### config.mk
export PLATFORM = sky130hd
export DESIGN_NAME = alu_result_fifo
export DESIGN_NICKNAME = d
export VERILOG_FILES = /design/src/rtl/alu_pkg.sv /design/src/rtl/alu_fifo_ram.sv /design/src/rtl/alu_result_fifo.sv
export SDC_FILE = /design/constraint.sdc
export NUM_CORES = 1
export LEC_CHECK = 0
export CAP_MARGIN = 30
export CORE_AREA = 2 2 72 87
export DETAILED_ROUTE_END_ITERATION = 10
export DIE_AREA = 0 0 74 89
export MAX_ROUTING_LAYER = met4
export PLACE_DENSITY = 0.74
export SLEW_MARGIN = 0
export SYNTH_ARGS = -nofsm -noshare
export SYNTH_HDL_FRONTEND = slang
export SYNTH_SLANG_ARGS = --single-unit
### constraint.sdc
create_clock -name clk -period 2.05 [get_ports clk]
set_input_delay 0.41 -clock clk [delete_from_list [all_inputs] [get_ports clk]]
set_output_delay 0.41 -clock clk [all_outputs]
set_load 0.03 [all_outputs]
### src/rtl/alu_pkg.sv
// Shared ALU definitions: ALUFUN codes, CNVZ flag bit positions and the tagged result record.
package alu_pkg;

   localparam int ALU_WIDTH = 4;

   typedef enum logic [3:0] {
      SLR = 4'd0,
      SLL = 4'd1,
      SAR = 4'd2,
      SAL = 4'd3,
      OR  = 4'd4,
      AND = 4'd5,
      XOR = 4'd6,
      NOT = 4'd7,
      ADD = 4'd8,
      SUB = 4'd9
   } alu_fun_e;

   localparam int FLAG_C = 3;
   localparam int FLAG_N = 2;
   localparam int FLAG_V = 1;
   localparam int FLAG_Z = 0;

   typedef struct packed {
      alu_fun_e               fun;
      logic [3:0]             cnvz;
      logic [ALU_WIDTH-1:0]   s;
   } alu_res_t;

endpackage

### src/rtl/alu_fifo_ram.sv
// DEPTH x ENTRY_W register array: one synchronous write port, one combinational read port.
module alu_fifo_ram #(
   parameter  int ENTRY_W = 12,
   parameter  int DEPTH   = 4,
   localparam int ADDR_W  = $clog2(DEPTH)
) (
   input  logic               clk,
   input  logic               rst_n,
   input  logic               we,
   input  logic [ADDR_W-1:0]  waddr,
   input  logic [ENTRY_W-1:0] wdata,
   input  logic [ADDR_W-1:0]  raddr,
   output logic [ENTRY_W-1:0] rdata
);

   logic [ENTRY_W-1:0] mem [DEPTH];

   // NOTE: storage is reset so the head outputs read as zero during and right after reset.
   always_ff @(posedge clk or negedge rst_n) begin
      if (!rst_n) begin
         for (int i = 0; i < DEPTH; i++) mem[i] <= '0;
      end else if (we) begin
         mem[waddr] <= wdata;
      end
   end

   assign rdata = mem[raddr];

endmodule

### src/rtl/alu_result_fifo.sv
// Tagged ALU result FIFO with valid/ready on both sides and first-word-fall-through head.
// Optional sticky CNVZ accumulator enabled by defining ALU_RESULT_STICKY_EN.
module alu_result_fifo
   import alu_pkg::*;
#(
   parameter int WIDTH = ALU_WIDTH,
   parameter int DEPTH = 4
) (
   input  logic                     clk,
   input  logic                     rst_n,
   input  logic                     in_valid,
   output logic                     in_ready,
   input  logic [WIDTH-1:0]         alu_s,
   input  logic [3:0]               alu_cnvz,
   input  logic [3:0]               alu_fun,
   output logic                     out_valid,
   input  logic                     out_ready,
   output logic [WIDTH-1:0]         out_s,
   output logic [3:0]               out_cnvz,
   output logic [3:0]               out_fun,
   output logic [$clog2(DEPTH):0]   count,
   output logic [3:0]               sticky,
   input  logic                     clr_sticky
);

   localparam int PTR_W   = $clog2(DEPTH);
   localparam int CNT_W   = PTR_W + 1;
   localparam int ENTRY_W = WIDTH + 8;

   logic [PTR_W-1:0]   wr_ptr;
   logic [PTR_W-1:0]   rd_ptr;
   logic [CNT_W-1:0]   count_q;
   logic [ENTRY_W-1:0] head;
   logic               push;
   logic               pop;

   // Full/empty derive from occupancy alone, so pointers may wrap freely.
   assign in_ready  = (count_q != CNT_W'(DEPTH));
   assign out_valid = (count_q != '0);
   assign push      = in_valid & in_ready;
   assign pop       = out_valid & out_ready;
   assign count     = count_q;

   alu_fifo_ram #(
      .ENTRY_W (ENTRY_W),
      .DEPTH   (DEPTH)
   ) u_ram (
      .clk   (clk),
      .rst_n (rst_n),
      .we    (push),
      .waddr (wr_ptr),
      .wdata ({alu_fun, alu_cnvz, alu_s}),
      .raddr (rd_ptr),
      .rdata (head)
   );

   assign {out_fun, out_cnvz, out_s} = head;

   always_ff @(posedge clk or negedge rst_n) begin
      if (!rst_n) begin
         wr_ptr  <= '0;
         rd_ptr  <= '0;
         count_q <= '0;
      end else begin
         if (push) wr_ptr <= wr_ptr + 1'b1;
         if (pop)  rd_ptr <= rd_ptr + 1'b1;
         case ({push, pop})
            2'b10:   count_q <= count_q + 1'b1;
            2'b01:   count_q <= count_q - 1'b1;
            default: count_q <= count_q;
         endcase
      end
   end

`ifdef ALU_RESULT_STICKY_EN
   logic [3:0] sticky_q;

   // Clear wins over accumulation, so a same-cycle push restarts from its own flags.
   always_ff @(posedge clk or negedge rst_n) begin
      if (!rst_n) begin
         sticky_q <= '0;
      end else if (clr_sticky) begin
         sticky_q <= push ? alu_cnvz : 4'b0;
      end else if (push) begin
         sticky_q <= sticky_q | alu_cnvz;
      end
   end

   assign sticky = sticky_q;
`else
   logic unused_clr_sticky;

   assign unused_clr_sticky = clr_sticky;
   assign sticky            = 4'b0;
`endif

endmodule

# Yosys cells after proc, flatten, opt, wreduce, memory -nomap -nowiden
# Cells that the tools add are included.
# word_totals
output_inout_bits	21
regBits	55
input_bits	17
wordCells	31
# op_classes
n_lt_le_gt_ge	3
n_bitwise	4
eq_ne	3
n_addsub	4
n_mux	7
reduce_logical	3
# op_table
cell	n
$bwmux 48	1
$mux 12	3
$bmux 12 s2	1
$demux 12 s2	1
$ge 3x3->1 const B	2
$not 2->3	2
$pmux 3 s2	1
$add 2x1->2 const B	2
$add 3x1->3 const B	1
$lt 3x1->1 const B	1
$ne 3x3->1 const B	1
$reduce_bool 3->1	1
$sub 3x1->3 const B	1
$and 1x1->1	2
$eq 2x1->1 const B	1
$eq 2x2->1 const B	1
$reduce_bool 2->1	1
$logic_and 1x1->1	1

# Depth between registers and ports, before layout
# depth
word_depth	6
depth_mapped	9
depth_no_buf	8

# Modules after synthesis
# From an unflattened synthesis, not the netlist that was laid out.
# hier_totals
cells_unflattened	151
area_unflattened_um2	2468.6
# by_module_without_submodules
mod	seq_area_each_um2	instances	area_each_um2	cells_each
alu_fifo_ram	1201.2	1	2083.2	118
alu_result_fifo	175.2	1	385.4	33

# Worst setup path after synthesis
# Ideal clock, no wire load.
# synth_timing
kind	register -> register
from	reg count_q[2], in the netlist count[2]
to	reg count_q[2], in the netlist count[2]
setup_slack_ns	-0.210
path_buffers	1
path_stages_with_launch	10
t_required_ns	1.969
arrival_ns	2.179
synth_period_minus_slack_ns	2.260
setup_ns	0.081
cell_sequence	dfrtp_1 or3b_1 buf_6 nand2_1 ha_1 inv_1 fa_1 xor2_1 nor2_1 xor2_1
# synth_via
elab_chain_len	4
word_cells_on_any_way	10
classes_between	2 x add/sub; 3 x eq/ne; 1 x mux; 2 x bitwise; 2 x reduce/logical
# synth_rtl
item	line_no	text
start: declaration	alu_result_fifo.sv:32	logic [CNT_W-1:0] count_q;
start signal: assignment	alu_result_fifo.sv:68	2'b10: count_q <= count_q + 1'b1;
start signal: assignment	alu_result_fifo.sv:69	2'b01: count_q <= count_q - 1'b1;
start signal: assignment	alu_result_fifo.sv:70	default: count_q <= count_q;
$ne 3x3->1 (*)	alu_result_fifo.sv:38	assign in_ready = (count_q != CNT_W'(DEPTH));
via in_ready	alu_result_fifo.sv:12	output logic in_ready,
$and 1x1->1 (*)	alu_result_fifo.sv:40	assign push = in_valid & in_ready;
$eq 2x1->1 or $eq 2x2->1 (tied branches)	alu_result_fifo.sv:67	case ({push, pop})
$pmux 3 s2 or $reduce_bool 2->1 (tied branches)	-	
# Mark *: on every way through the listed nets, which the timed path passes. The rest lies on a longest branch.
# A chain may end at the register's enable or synchronous reset.

# Worst setup path after layout
# layout_timing
from	reg count_q[1], in the netlist count[1]
to	out out_valid
# layout_via
elab_chain_len	1
# layout_rtl
item	line_no	text
$reduce_bool 3->1	alu_result_fifo.sv:39	assign out_valid = (count_q != '0);
end: declaration	alu_result_fifo.sv:16	output logic out_valid,
# Every way passes these cells.

==> flow_metrics.env <==
export IMPL_final_cells=279
export IMPL_firstDrtPassIters=4
export IMPL_grt_pass1_wl_mm=7.82
export IMPL_worst_setup_path_end_kind="output port"
export IMPL_slew_headroom_pct=56.0
export IMPL_p_leak_nw=1.42
export IMPL_ys_ff_latch=55
export IMPL_vias=1407
export IMPL_fin_ws_ns=0.0599
export IMPL_met3_length_microns=137
export IMPL_worstPathArrival_ns=1.58
export IMPL_fp_coreArea_sq_um=5670
export IMPL_syn2layout_area_growth_pct=17.3
export IMPL_synth_warnings=0
export IMPL_dieArea_sq_um=6590
export IMPL_clkSlewWorstSetupHoldPaths_ns=0.10
export IMPL_avgSynthCellArea_sq_um=17.4
export IMPL_syn_inst=157
export IMPL_routed_wl_mm=4.88
export IMPL_cts_root_buffer="clkbuf_8"
export IMPL_grt_max_degree=29
export IMPL_layout_common_cells="dfrtp_1, mux2_4, clkdlybuf4s50_1, mux4_2, buf_2"
export IMPL_die_y_microns=89
export IMPL_setup_violations=0
export IMPL_fmax_ghz=0.502
export IMPL_finClkSkew_ns=0.00847
export IMPL_fin_crit_sh_pct=97.1
export IMPL_antenna_found_initial=0
export IMPL_critPathLaunchType="flip-flop"
export IMPL_ant_nets=0
export IMPL_drive_gt1_share_pct=53.3
export IMPL_cts_tree="yes"
export IMPL_rows=30
export IMPL_grt_pass1_vias=1529
export IMPL_finalMaxSlewViolations=0
export IMPL_crit_path_max_fanout=5
export IMPL_wl_met2_mm=2.52
export IMPL_drt_initial_drc_count=51
export IMPL_hold_path_class="in2async"
export IMPL_critPathKind="reg2out"
export IMPL_wl_met1_mm=2.19
export IMPL_grt_ovfl_total=0
export IMPL_pre_cts_ws_ns=-0.0372
export IMPL_dp_cells=269
export IMPL_syn_cell_area_sq_um=2730
export IMPL_powerDensity_nw_per_um2=1810
export IMPL_tightestPinTransition_ns=0.660
export IMPL_drc=0
export IMPL_rsz0062_at_grt="true"
export IMPL_wl_per_cell_microns=17.5
export IMPL_cts_path_max_buffers=2
export IMPL_chipWidth_microns=74
export IMPL_final_common_cell="dfrtp_1"
export IMPL_cts_buffers=5
export IMPL_port_buffers=32
export IMPL_min_period_ns=1.99
export IMPL_vias_per_cell=5.04
export IMPL_top_layer="met4"
export IMPL_h_tree_depth=2
export IMPL_outcome="complete, no violations"
export IMPL_synth_cell_types=23
export IMPL_clock_sinks=55
export IMPL_io_pins=38
export IMPL_gp_congestion=0.739
export IMPL_nets=221
export IMPL_cap_violations=0
export IMPL_synth_seq_area_share_pct=50.4
export IMPL_clock_latency_ns=0.31
export IMPL_num_antenna_cells=0
export IMPL_grt_use_total_pct=16.5
export IMPL_dp_hpwl_mm=3.40
export IMPL_finalHoldViolCount=0
export IMPL_initial_core_util_pct=48.2
export IMPL_crit_required_ns=1.64
export IMPL_ir_drop_uv=919
## Yosys cell counts
master    count  area, sq um
clkbuf_1      1         3.75
mux2_2        9          101
mux4_2       12          270
xnor2_1       3         26.3
buf_4         4         30.0
mux2_4       40          601
mux2i_1       1         10.0
o31a_2        1         10.0
nor2_1        1         3.75
inv_1         5         18.8
xor2_1        3         26.3
conb_1        1         3.75
ha_1          5         62.6
nand2_1       2         7.51
or3b_1        1         8.76
or3_2         1         7.51
buf_2         1         5.00
dfrtp_1      55         1380
buf_6         1         11.3
buf_12        4         80.1
and3_4        4         45.0
fa_1          1         20.0
buf_1         1         3.75
## sequential cells by signal, indices dropped and copies added (netlist names)
| name | cells |
|---|---|
| count | 3 |
| rd_ptr | 2 |
| wr_ptr | 2 |
| u_ram.mem | 48 |
## through the flow
| stage | util [%] | hold slack (ns) | instance area, sq um | power (mW) | setup TNS, ns |
|---|---|---|---|---|---|
| global route | 56.5 | 0.160 | 3200 | 6.13 | -0.00593 |
| finish | 56.5 | 0.123 | 3200 | 5.79 | 0 |
| detailed placement | 55.3 | 0.475 | 3130 | 5.35 | -0.268 |
| floorplan | - | 0.114 | 2770 | 4.41 | -0.0290 |
| CTS | 56.0 | 0.133 | 3180 | 5.78 | -0.105 |
| global placement | 55.3 | 0.452 | 3130 | 5.21 | -0.253 |
## worst max-delay path, stage by stage, from the launching register on
cell and delay (ns):
dfrtp_2 0.44, or3_2 0.47, dlygate4sd2_1 0.36
## per-layer routing
metal / up-vias / GRT usage, %
li1: 637 / -
met1: 743 / 21.7
met2: 23 / 26.1
met3: 4 / 3.38
met4: 0 / 4.63
met5: - / -
## report_power, final
group	switching, mW	internal (mW)
registers	0.361	1.66
clock network	0.369	0.252
logic	1.42	1.74
total	2.15	3.65
## cells by family after synthesis
| family | Yosys count | synth area share, % |
|---|---|---|
| other | 1 | 0.137 |
| buffers and inverters | 17 | 5.59 |
| muxes | 62 | 35.9 |
| and+or+nand+nor | 9 | 2.66 |
| xor gates and xnor gates | 6 | 1.92 |
| AOI/OAI and AO/OA | 1 | 0.366 |
| DFF | 55 | 50.4 |
| adders and majority gates | 6 | 3.02 |
## final timing paths
kind                                 startpoint                         to  slack, ns  depth (start not counted)
setup / recovery           count[1]$_DFFE_PN0P_                  out_valid       0.06                          2
hold / removal                            rst_n  u_ram.mem[41]$_DFFE_PN0P_       0.12                          1
setup reg to reg           count[0]$_DFFE_PN0P_       count[2]$_DFFE_PN0P_       0.08                          8
hold reg to reg            count[2]$_DFFE_PN0P_       count[2]$_DFFE_PN0P_       0.51                          1
max in group asynchronous                 rst_n  u_ram.mem[45]$_DFFE_PN0P_       1.35                          2
min in group clk           count[2]$_DFFE_PN0P_       count[2]$_DFFE_PN0P_       0.51                          1
## cell type report
type                    instances  area [sq um]
clock buffers                   5          68.8
clock inverters                 3          26.3
fillers                       455          2460
inverters                       5          18.8
multi-input cells              88          1240
flip-flops and latches         55          1380
well taps                      80           100
repair buffers                 43           370
## repair_timing
action                     CTS  global route
resized for setup           62            11
hold buffers                 0             0
setup endpoints to repair   15             5
pin swaps                    0             0
setup buffers                0             2
(Power assumes the default switching activity.)
